===== src/rtl/seg7_pkg.sv =====
// seg7_pkg: shared constants and types for the seven-segment scanner.
// Segment patterns are active-low, ordered [6]=a .. [0]=g.
package seg7_pkg;

  typedef enum logic {
    ST_BLANK = 1'b0,
    ST_ON    = 1'b1
  } st_t;

  localparam logic [6:0] SEG_0   = 7'b0000001;
  localparam logic [6:0] SEG_1   = 7'b1001111;
  localparam logic [6:0] SEG_2   = 7'b0010010;
  localparam logic [6:0] SEG_3   = 7'b0000110;
  localparam logic [6:0] SEG_4   = 7'b1001100;
  localparam logic [6:0] SEG_5   = 7'b0100100;
  localparam logic [6:0] SEG_6   = 7'b0100000;
  localparam logic [6:0] SEG_7   = 7'b0001111;
  localparam logic [6:0] SEG_8   = 7'b0000000;
  localparam logic [6:0] SEG_9   = 7'b0000100;
  localparam logic [6:0] SEG_OFF = 7'b1111111;

  localparam logic [3:0] AN_OFF  = 4'b1111;

  function automatic logic [3:0] an_sel(
    input logic [1:0] i
  );
    logic [3:0] one;
    one = 4'b0001;
    return ~(one << i);
  endfunction

endpackage


===== src/rtl/seg7_bcd_dec.sv =====
// seg7_bcd_dec: BCD nibble to active-low a..g pattern.
// Non-decimal nibbles (10..15) turn every segment off.
module seg7_bcd_dec
  import seg7_pkg::*;
(
  input  logic [3:0] nib,
  output logic [6:0] pat
);

  // Pure lookup; codes above 9 fall to the blank pattern.
  always_comb begin
    pat = SEG_OFF;
    case (nib)
      4'd0:    pat = SEG_0;
      4'd1:    pat = SEG_1;
      4'd2:    pat = SEG_2;
      4'd3:    pat = SEG_3;
      4'd4:    pat = SEG_4;
      4'd5:    pat = SEG_5;
      4'd6:    pat = SEG_6;
      4'd7:    pat = SEG_7;
      4'd8:    pat = SEG_8;
      4'd9:    pat = SEG_9;
      default: pat = SEG_OFF;
    endcase
  end

endmodule


===== src/rtl/seg7_scan_ctrl.sv =====
// seg7_scan_ctrl: 4-digit common-anode scan with blanking gaps.
// Define SEG7_SCAN_LZB_EN for leading-zero blanking.
module seg7_scan_ctrl
  import seg7_pkg::*;
#(
  parameter int unsigned DIGIT_TICKS = 50000,
  parameter int unsigned BLANK_TICKS = 500
) (
  input  logic        clk,
  input  logic        rst_n,
  input  logic [15:0] digits_in,
  input  logic [3:0]  dp_in,
  input  logic        load,
  output logic        ready,
  output logic [7:0]  seg,
  output logic [3:0]  an
);

  localparam logic [15:0] DLIM = 16'(DIGIT_TICKS - 1);
  localparam logic [15:0] BLIM = 16'(BLANK_TICKS - 1);

  st_t         st, st_n;
  logic [1:0]  idx, idx_n;
  logic [15:0] cnt, cnt_n;

  logic [15:0] disp, disp_n;
  logic [3:0]  ddp, ddp_n;
  logic [15:0] pend;
  logic [3:0]  pdp;
  logic        pend_v, pend_v_n;

  logic        ready_q;
  logic [7:0]  seg_q, seg_n;
  logic [3:0]  an_q, an_n;

  logic        to_blank;
  logic        bnd;
  logic        xfer;
  logic        accept;
  logic [3:0]  nib;
  logic        lz;
  logic [6:0]  dec_pat;

  // Phase sequencing: BLANK -> ON -> BLANK with digit advance.
  always_comb begin
    st_n  = st;
    idx_n = idx;
    cnt_n = cnt + 16'd1;
    unique case (1'b1)
      (st == ST_BLANK): begin
        if (cnt == BLIM) begin
          st_n  = ST_ON;
          cnt_n = '0;
        end
      end
      (st == ST_ON): begin
        if (cnt == DLIM) begin
          st_n  = ST_BLANK;
          idx_n = idx + 2'd1;
          cnt_n = '0;
        end
      end
      default: ;
    endcase
  end

  // Handshake and frame-boundary transfer of pending data.
  always_comb begin
    to_blank = (st == ST_ON) && (cnt == DLIM);
    bnd      = to_blank && (idx == 2'd3);
    xfer     = bnd && pend_v;
    accept   = load && ready_q;
    disp_n   = xfer ? pend : disp;
    ddp_n    = xfer ? pdp : ddp;
    pend_v_n = pend_v;
    if (accept) begin
      pend_v_n = 1'b1;
    end else if (xfer) begin
      pend_v_n = 1'b0;
    end
  end

  // Select the nibble for the digit about to be scanned.
  always_comb begin
    nib = disp_n[3:0];
    unique case (idx_n)
      2'd0: nib = disp_n[3:0];
      2'd1: nib = disp_n[7:4];
      2'd2: nib = disp_n[11:8];
      2'd3: nib = disp_n[15:12];
      default: nib = disp_n[3:0];
    endcase
  end

`ifdef SEG7_SCAN_LZB_EN
  // Blank a digit when it and all higher digits are zero.
  always_comb begin
    lz = 1'b0;
    unique case (idx_n)
      2'd0: lz = 1'b0;
      2'd1: lz = (disp_n[15:4] == 12'h000);
      2'd2: lz = (disp_n[15:8] == 8'h00);
      2'd3: lz = (disp_n[15:12] == 4'h0);
      default: lz = 1'b0;
    endcase
  end
`else
  assign lz = 1'b0;
`endif

  seg7_bcd_dec u_dec (
    .nib (nib),
    .pat (dec_pat)
  );

  // Next segment byte and anode pattern.
  always_comb begin
    seg_n = {(lz ? SEG_OFF : dec_pat), ~ddp_n[idx_n]};
    an_n  = (st_n == ST_ON) ? an_sel(idx_n) : AN_OFF;
  end

  // All state and registered outputs.
  always_ff @(posedge clk or negedge rst_n) begin
    if (!rst_n) begin
      st      <= ST_BLANK;
      idx     <= 2'd0;
      cnt     <= '0;
      disp    <= '0;
      ddp     <= '0;
      pend    <= '0;
      pdp     <= '0;
      pend_v  <= 1'b0;
      ready_q <= 1'b1;
      seg_q   <= 8'hFF;
      an_q    <= AN_OFF;
    end else begin
      st      <= st_n;
      idx     <= idx_n;
      cnt     <= cnt_n;
      disp    <= disp_n;
      ddp     <= ddp_n;
      pend_v  <= pend_v_n;
      ready_q <= ~pend_v_n;
      an_q    <= an_n;
      if (accept) begin
        pend <= digits_in;
        pdp  <= dp_in;
      end
      if (to_blank) begin
        seg_q <= seg_n;
      end
    end
  end

  assign ready = ready_q;
  assign seg   = seg_q;
  assign an    = an_q;

endmodule


===== config.mk =====
export PLATFORM = sky130hd
export DESIGN_NAME = seg7_scan_ctrl
export DESIGN_NICKNAME = d
export VERILOG_FILES = /design/src/rtl/seg7_pkg.sv /design/src/rtl/seg7_bcd_dec.sv /design/src/rtl/seg7_scan_ctrl.sv
export SDC_FILE = /design/constraint.sdc
export NUM_CORES = 1
export LEC_CHECK = 0
export CORE_MARGIN = 1.5
export CORE_UTILIZATION = 28
export DETAILED_ROUTE_END_ITERATION = 12
export HOLD_SLACK_MARGIN = 0.12
export PLACE_DENSITY = 0.49
export SYNTH_ARGS = -nofsm -noshare
export SYNTH_HDL_FRONTEND = slang
export SYNTH_HIERARCHICAL = 1
export SYNTH_SLANG_ARGS = --single-unit

===== constraint.sdc =====
create_clock -name clk -period 3.4 [get_ports clk]
set_input_delay 0.51 -clock clk [delete_from_list [all_inputs] [get_ports clk]]
set_output_delay 0.51 -clock clk [all_outputs]
set_load 0.05 [all_outputs]

# --- Word level (Yosys, flattened, before mapping) ---
# Memories as Yosys holds them, arrays and structs flattened. A register that Yosys moved wholly into a read port is not among the register bits.
# Index checks and enable logic that the tools add are counted.
# W data, S select, Z words.
classes:
  n_addsub: 2
  n_reduce_logical: 6
  order_cmp: 1
  shifts: 1
  bitwise_logic: 4
  n_eq_ne: 6
  muxes: 16
ops:
  columns: ["cell", "n"]
  rows:
  - ["$mux W16", 3]
  - ["$pmux W16 S2", 1]
  - ["$add A16 B1 Y16 const B", 1]
  - ["$eq A16 B16 Y1 const B", 1]
  - ["$eq A16 B9 Y1 const B", 1]
  - ["$pmux W4 S4", 1]
  - ["$mux W4", 2]
  - ["$eq A2 B2 Y1 const B", 3]
  - ["$mux W1", 5]
  - ["$logic_and A1 B1 Y1", 4]
  - ["$mux W2", 2]
  - ["$not A4 Y4", 1]
  - ["$shl A1 B2 Y4 const A", 1]
  - ["$lt A2 B3 Y1 const B", 1]
  - ["$not A1 Y1", 3]
  - ["$add A2 B1 Y2 const B", 1]
  - ["$bmux W1 S2", 1]
  - ["$eq A2 B1 Y1 const B", 1]
  - ["$logic_not A2 Y1", 1]
  - ["$pmux W1 S2", 1]
  - ["$logic_not A1 Y1", 1]
totals:
  out_inout_bits: 13
  word_cells: 48
  rom_bits: 112
  regBits: 73
  n_memories: 1
memory_table:
  columns: ["memory", "words", "word_bits", "read_ports", "rd_ports_with_merged_regs", "wr", "line_no", "text"]
  rows:
  - ["(name not given)", 16, 7, 1, 1, 0, "seg7_bcd_dec.sv:13", "case (nib)"]

# --- Longest topological paths before layout ---
# Gate-level depths: netlist of run 1.
logic_depth:
  depth_word: 8
  ltp_mapped: 14
  ltp_nobuf: 13

# --- By module ---
# Netlist of run 1, hierarchy kept.
by_module_without_submodules:
  columns: ["mod", "instances", "area_each_um2", "cells_each", "seq_area_each_um2"]
  rows:
  - ["seg7_scan_ctrl", 1, 3052.9, 223, 1843.0]
  - ["seg7_bcd_dec", 1, 210.2, 33, 0.0]

# --- Least setup slack after synthesis of run 1 ---
# No wires, ideal clock.
synth_timing:
  path_type: "reg2reg"
  start: "register cnt[4]"
  end: "register seg_q[4], in the netlist seg[4]"
  n_path_buf: 0
  stages_incl_launch_ff: 13
  synth_period_minus_slack_ns: 3.513
  path_slack_ns: -0.113
  t_arrival_ns: 3.431
  path_cell_list: "dfrtp_1 -> or4b_4 -> nor4_4 -> mux2i_2 -> inv_2 -> mux2i_1 -> mux2i_1 -> inv_1 -> ha_1 -> or2_1 -> a21oi_2 -> a31oi_1 -> mux2_2"
synth_between:
  elab_cells_between_ends: 12
synth_rtl:
  columns: ["item", "line_no", "text"]
  rows:
  - ["from (decl)", "seg7_scan_ctrl.sv:24", "logic [15:0] cnt, cnt_n;"]
  - ["from (signal assigned)", "seg7_scan_ctrl.sv:139", "cnt <= cnt_n;"]
  - ["$eq A16 B16 Y1 *", "seg7_scan_ctrl.sv:57", "if (cnt == DLIM) begin"]
  - ["$mux W2 *", "seg7_scan_ctrl.sv:57", null]
  - ["$mux W2 *", "seg7_scan_ctrl.sv:49", "unique case (1'b1)"]
  - ["via idx_n[1]", "seg7_scan_ctrl.sv:23", "logic [1:0] idx, idx_n;"]
  - ["$eq A2 B2 Y1 (tied with other cells)", "seg7_scan_ctrl.sv:86", "unique case (idx_n)"]
  - ["$pmux W4 S4 *", "seg7_scan_ctrl.sv:86", null]
  - ["via nib[1]", "seg7_scan_ctrl.sv:40", "logic [3:0] nib;"]
  - ["to (decl)", "seg7_scan_ctrl.sv:33", "logic [7:0] seg_q, seg_n;"]
# The timed path passes the listed nets; every way through them passes the cells marked *.
# A chain may end at the register's enable or synchronous reset.

# --- Worst setup path in the final report of run 1 ---
layout_timing:
  start: "register cnt[12]"
  end: "register seg_q[7], in the netlist seg[7]"
layout_between:
  elab_chain_len: 6
  elab_cells_between_ends: 12
layout_rtl:
  columns: ["item", "line_no", "text"]
  rows:
  - ["$eq A16 B16 Y1", "seg7_scan_ctrl.sv:69", "to_blank = (st == ST_ON) && (cnt == DLIM);"]
  - ["$logic_and A1 B1 Y1", "seg7_scan_ctrl.sv:69", null]
  - ["$logic_and A1 B1 Y1", "seg7_scan_ctrl.sv:70", "bnd = to_blank && (idx == 2'd3);"]
  - ["$logic_and A1 B1 Y1", "seg7_scan_ctrl.sv:71", "xfer = bnd && pend_v;"]
  - ["$mux W16", "seg7_scan_ctrl.sv:73", "disp_n = xfer ? pend : disp;"]
  - ["via disp_n[1]", "seg7_scan_ctrl.sv:26", "logic [15:0] disp, disp_n;"]
  - ["$pmux W4 S4", "seg7_scan_ctrl.sv:86", null]
  - ["via nib[1]", "seg7_scan_ctrl.sv:40", null]
# The timed path passes the listed nets, and every way through them passes these cells.

==> flow_summary.rst, run 1 <==
.. list-table::
   :header-rows: 1

   * - Metric
     - Value
   * - Class of the worst hold path
     - input pin to asynchronous set/reset pin
   * - Num CTS Buffers
     - 9
   * - Worst R2R Setup Slack
     - 0.10 ns
   * - # Max-Cap Violations
     - 0
   * - Final number of hold-violating endpoints
     - 0
   * - Number of instances in the synthesized netlist
     - 256
   * - Number of vias in the routed layout
     - 2,076
   * - Root Buffer Master
     - clkbuf_16
   * - Number of max-slew violations in the final report
     - 0
   * - H-tree depth reported by CTS
     - 3
   * - Maximum number of pins on one net before global-route repair
     - 40
   * - Flip-flop cell with the highest count after synthesis
     - dfrtp_1
   * - Commonest non-fill, non-tap cell in the layout
     - dfrtp_1
   * - Final worst-path cycle share
     - 97.0%
   * - Synthesized cell area
     - 3260 um2
   * - Count of pins on the block boundary
     - 36
   * - Crit path capture type
     - register
   * - Top cells by area, synth
     - dfrtp_1, mux2_2, dfstp_2, mux2i_1, ha_1
   * - Data arrival, critical path
     - 3.56 ns
   * - Maximum net fanout on the critical path
     - 6
   * - Area of combinational cells with multiple inputs
     - 1420 um2
   * - GR Overflow Total
     - 0
   * - Maximum vdd drop
     - 0.000242 V
   * - Number of distinct library cells after synthesis
     - 37
   * - Cts-stage hold buffer count
     - 0
   * - Count of nets after finishing
     - 350
   * - Critical register-to-register path endpoint
     - seg[7]
   * - Filler Cell Count
     - 1,097
   * - Data required, critical path
     - 3.66 ns
   * - Top library cells by usage in the layout, fill and taps aside
     - dfrtp_1, mux2_2, clkdlybuf4s50_1
   * - Clk_skew
     - 0.00768 ns
   * - Number of buffers on the longest clock path
     - 2
   * - End point of the critical path
     - seg[7]
   * - Final-report setup violation count
     - 0
   * - Vias in the first global route
     - 2,220
   * - Mean instance size in the synthesized netlist
     - 12.7 um2
   * - Overall Global Routing Usage
     - 11.4%
   * - Chip Height
     - 111 um
   * - Proportion of netlist area held by the largest area contributor
     - 46.0%
   * - CTS tree
     - built
   * - Post-detailed-route via-to-cell ratio
     - 4.44
   * - Clock sink count
     - 73
   * - Routed Antenna Nets
     - 0
   * - Yosys Warn Count
     - 6
   * - Sequential cell area in the final layout
     - 1840 um2
   * - Horiz. Die Dim
     - 111 um
   * - Final critical delay including setup and external delays
     - 3.30 ns
   * - Beginning of the worst register-to-register path
     - cnt[12]
   * - Initial detailed-routing violation count
     - 61
   * - Placed instance count
     - 441
   * - Clk slew on worst S/H paths
     - 0.05 ns
   * - Number of cell rows
     - 39
   * - Leading area contributor after synthesis
     - dfrtp_1
   * - Post-route DRC
     - 0
   * - Cell leakage power
     - 2.06 nW
   * - Transition time at the pin with the least slew margin
     - 0.932 ns
   * - Worst skew pair latency
     - 0.33 ns
   * - Total core area
     - 11,400 um2
   * - Sequential share of the synthesized area
     - 56.5%
   * - Total non-filler cell area in the finished layout
     - 4390 um2
   * - Startpoint type of the worst setup path
     - register
   * - Finished Core Util
     - 38.6%
   * - Weighted congestion reported at the end of routability-driven placement
     - 0.759
   * - Starting density of the core
     - 28.7%
   * - Number of antenna violations at the first check in global routing
     - 0
   * - Total of flip-flops plus latches after synthesis
     - 73
   * - Post-route insts no fill
     - 468
   * - Count of port buffers added during placement
     - 35
   * - Async set or reset register ratio after synthesis
     - 100%
   * - Max Fclk
     - 303 MHz
   * - Detailed Route WL
     - 6.47 mm
   * - Ant. Diodes
     - 0
   * - Worst reg-to-reg path cell count
     - 12
   * - Post-synth EDFFs
     - 0
   * - Number of nets in the synthesized netlist
     - 286
   * - Result of the run
     - finished, final reports clean
   * - Launch point of the worst path
     - cnt[12]
   * - Slew headroom
     - 37.9%
   * - Worst Path Class, Setup
     - register to register
   * - Detailed-placement wirelength estimate
     - 4.34 mm
   * - Die area
     - 12,300 um2
   * - Share of cells above drive strength 1
     - 36.9%
   * - Detailed Routing Iterations Pass 1
     - 4
   * - Average wire length per cell after detail routing
     - 13.8 um
   * - Placement Cell Area
     - 3890 um2
   * - Wire length of the first global-routing pass
     - 10.9 mm
   * - Area growth from synthesis to final layout
     - 34.5%
   * - Setup repair after global routing missed its margin
     - yes
   * - Power density cells
     - 435 nW/um2
final cells by class:
type / instances / area share (%)
sequential: 73 / 42.0
multi-input combinational: 166 / 32.4
timing repair buffer: 62 / 13.6
clock buffer: 10 / 5.22
tap: 143 / 4.08
clock inverter: 6 / 1.88
inverter: 8 / 0.741
flip-flops by register name (all words and copies together) (netlist names):
name	cells
disp	16
idx	2
seg	8
pend_v	1
pend	16
st	1
ready	1
cnt	16
an	4
ddp	4
pdp	4
cell usage after synthesis, drive strengths merged, types with 6 or more instances:
| cell type | number |
|---|---|
| mux2 | 47 |
| nor2 | 20 |
| mux2i | 13 |
| and3 | 9 |
| ha | 7 |
| dfstp | 13 |
| xor2 | 9 |
| inv | 8 |
| o21ai | 6 |
| nand2 | 16 |
| xnor2 | 6 |
| dfrtp | 60 |
cells by family after synthesis:
| kind of cell | synth area share, % |
|---|---|
| flip-flops | 56.5 |
| AND/OR/NAND/NOR | 11.3 |
| multiplexers | 20.3 |
| buffers and inverters | 2.53 |
| XOR/XNOR | 4.03 |
| AO/OA/AOI/OAI | 2.61 |
| adder cells (fa/ha/maj) | 2.68 |
repair_timing:
item,4_1_cts,5_1_grt
resized for setup,1,24
pin swaps,0,8
cloned,0,1
setup buffers,1,9
hold endpoints to repair,0,0
endpoints found under the setup margin,2,6
stage by stage:
stage                     total power, mW  hold WS [ns]  setup slack [ns]  TNS (ns)
after floorplan                     0.885         0.214            0.0346         0
after global placement              0.931         0.473            0.0184         0
after detailed placement            0.931         0.469          -0.00671  -0.00671
after CTS                            1.94         0.361           0.00862         0
after global routing                 1.98         0.404           -0.0860    -0.217
final                                1.91         0.320             0.100         0
routing by layer:
layer	up-vias	share of wire [%]	GRT usage [%]
li1	1007	-	-
met1	1028	48	14.2
met2	31	48	18.2
met3	10	3.0	3.17
met4	0	1.7	5.13
met5	-	0	0
how the worst min path moves through the flow:
stage	depth (start not counted)	start	to	slack [ns]
5_1_grt	1	rst_n	disp[3]	0.40
4_1_cts	1	rst_n	idx[1]	0.36
2_1_floorplan	0	rst_n	cnt[0]	0.21
3_5_place_dp	1	cnt[0]	cnt[0]	0.47
6_report	1	rst_n	cnt[6]	0.32
3_3_place_gp	1	disp[10]	disp[10]	0.47
critical path: stages, from the launching register on:
cell     delay (ns)
dfrtp_1        0.40
or4_4          0.57
nor4_4         0.32
and3_4         0.28
buf_12         0.13
mux2_4         0.31
mux2i_2        0.17
mux2i_2        0.12
buf_4          0.18
or2b_1         0.26
a21oi_2        0.17
nor2_1         0.06
mux2_4         0.25
power by group:
| part | internal (mW) | leakage, nW | switching [mW] | total [mW] |
|---|---|---|---|---|
| registers | 0.870 | 0.954 | 0 | 0.870 |
| clock network | 0.638 | 0.152 | 0.355 | 0.993 |
| logic | 0.0237 | 0.959 | 0.0200 | 0.0437 |
No activity file was read; power rests on OpenSTA's default activity.
==> inputs of run 2 (changes only) <==
SKIP_CTS_REPAIR_TIMING = 1   (was not set)
==> flow_summary.rst, run 2 (synthesis results as in run 1) <==
.. list-table::
   :header-rows: 1

   * - Metric
     - Value
   * - Vias in the first global route
     - 2,220
   * - Number of vias in the routed layout
     - 2,092
   * - Crit path capture type
     - register
   * - Chip Height
     - 111 um
   * - Clk slew on worst S/H paths
     - 0.05 ns
   * - Maximum net fanout on the critical path
     - 6
   * - Post-detailed-route via-to-cell ratio
     - 4.43
   * - Routed Antenna Nets
     - 0
   * - Number of antenna violations at the first check in global routing
     - 0
   * - CP top delay family
     - simple AND/OR/NAND/NOR gates
   * - Wire length of the first global-routing pass
     - 10.9 mm
   * - Crit-path slowest cell
     - or4_4
   * - Total negative slack for setup checks
     - 0 ns
   * - Count of port buffers added during placement
     - 35
   * - Number of cell rows
     - 39
   * - Initial detailed-routing violation count
     - 55
   * - Post-route DRC
     - 0
   * - Data arrival, critical path
     - 3.56 ns
   * - Cell leakage power
     - 2.08 nW
   * - Placed instance count
     - 441
   * - Class of the worst hold path
     - input pin to asynchronous set/reset pin
   * - Share of cells above drive strength 1
     - 37.7%
   * - Setup repair after global routing missed its margin
     - yes
   * - Final critical delay including setup and external delays
     - 3.30 ns
   * - # Max-Cap Violations
     - 0
   * - Total non-filler cell area in the finished layout
     - 4430 um2
   * - Maximum number of pins on one net before global-route repair
     - 40
   * - Total chip power
     - 1.91 mW
   * - Count of nets after finishing
     - 354
   * - Num CTS Buffers
     - 9
   * - Count of pins on the block boundary
     - 36
   * - Detailed Routing Iterations Pass 1
     - 5
   * - Number of max-slew violations in the final report
     - 0
   * - CTS tree
     - built
   * - Startpoint type of the worst setup path
     - register
   * - Clk_skew
     - 0.00552 ns
   * - Root Buffer Master
     - clkbuf_16
   * - Worst skew pair latency
     - 0.33 ns
   * - Post-Place Worst Slack
     - -0.00671 ns
   * - Data required, critical path
     - 3.66 ns
   * - Largest registers
     - cnt (16), disp (16), pend (16)
   * - Max Fclk
     - 303 MHz
   * - Total buffers and inverters traversed by the critical path
     - 2
   * - Sequential cell area in the final layout
     - 1840 um2
   * - Weighted congestion reported at the end of routability-driven placement
     - 0.759
   * - Detailed Route WL
     - 6.48 mm
   * - GR Overflow Total
     - 0
   * - Commonest non-fill, non-tap cell in the layout
     - dfrtp_1
   * - Placement Cell Area
     - 3890 um2
   * - Maximum vdd drop
     - 0.000242 V
   * - Crit path setup slack, layout
     - 0.101 ns
   * - Horiz. Die Dim
     - 111 um
   * - Final number of hold-violating endpoints
     - 0
   * - Average wire length per cell after detail routing
     - 13.7 um
   * - Number of buffers on the longest clock path
     - 2
   * - Top library cells by usage in the layout, fill and taps aside
     - dfrtp_1, mux2_2, clkdlybuf4s50_1
   * - Result of the run
     - finished, final reports clean
   * - Filler Cell Count
     - 1,091
   * - Final-report setup violation count
     - 0
   * - H-tree depth reported by CTS
     - 3
   * - Die area
     - 12,300 um2
   * - Ant. Diodes
     - 0
   * - CP Cell Sequence
     - or4_4, nor4_4, and3_4, buf_12, mux2_4, mux2i_2, mux2i_2, buf_4, or2b_1, a21oi_2, nor2_1, mux2_4
   * - Final worst-path cycle share
     - 97.0%
   * - Total core area
     - 11,400 um2
   * - Slew headroom
     - 37.9%
   * - Power density cells
     - 430 nW/um2
   * - Detailed-placement wirelength estimate
     - 4.34 mm
   * - Critical path's largest stage delay
     - 0.57 ns
   * - Worst Path Class, Setup
     - register to register
   * - Area of combinational cells with multiple inputs
     - 1430 um2
   * - Transition time at the pin with the least slew margin
     - 0.931 ns
   * - Area growth from synthesis to final layout
     - 35.7%
   * - Overall Global Routing Usage
     - 11.3%
   * - Clock sink count
     - 73
   * - Starting density of the core
     - 28.7%
   * - Post-route insts no fill
     - 472
## run 2: cell count changes in the layout (fill, tap and decap cells not counted)
cell / change
buf_4: +4
mux2i_2: -1
mux2i_4: +1
## run 2: final timing paths
check | from | to | slack (ns) | depth (start not counted)
max | cnt[12] | seg[7] | 0.10 | 12
min | rst_n | cnt[6] | 0.32 | 1
max reg2reg | cnt[12] | seg[7] | 0.10 | 12
min reg2reg | cnt[0] | cnt[0] | 0.48 | 1
max in group asynchronous | rst_n | seg[6] | 2.33 | 2
min in group clk | cnt[0] | cnt[0] | 0.48 | 1
## run 2: worst register-to-register path: stages (launching register included)
cell and delay (ns):
dfrtp_1 0.40, or4_4 0.57, nor4_4 0.32, and3_4 0.28, buf_12 0.13, mux2_4 0.31, mux2i_2 0.17, mux2i_2 0.12
buf_4 0.18, or2b_1 0.26, a21oi_2 0.17, nor2_1 0.06, mux2_4 0.25
## run 2: area by class of cell
cell class | instances | area share (%)
sequential | 73 | 41.6
inverter | 8 | 0.735
clock buffer | 10 | 5.17
tap | 143 | 4.04
multi-input combinational | 166 | 32.4
timing repair buffer | 66 | 14.2
clock inverter | 6 | 1.87
## run 2: per-layer routing
| metal | wire length [um] | global-route usage [%] | vias up |
|---|---|---|---|
| met1 | 3090 | 14.2 | 1036 |
| met4 | 85 | 5.13 | 0 |
| met3 | 183 | 3.17 | 8 |
| met5 | 0 | 0 | - |
| li1 | - | - | 1017 |
| met2 | 3120 | 18.2 | 31 |
## run 2: metrics by stage
| stage | utilization (%) | hold WS, ns |
|---|---|---|
| 2_1_floorplan | - | 0.214 |
| 5_1_grt | 38.9 | 0.404 |
| 3_3_place_gp | 34.2 | 0.473 |
| 6_report | 38.9 | 0.320 |
| 3_5_place_dp | 34.2 | 0.469 |
| 4_1_cts | 37.0 | 0.361 |
## run 2: power by group
| group | internal, mW | switching [mW] |
|---|---|---|
| clock | 0.638 | 0.354 |
| sequential | 0.870 | 0 |
| combinational | 0.0237 | 0.0200 |
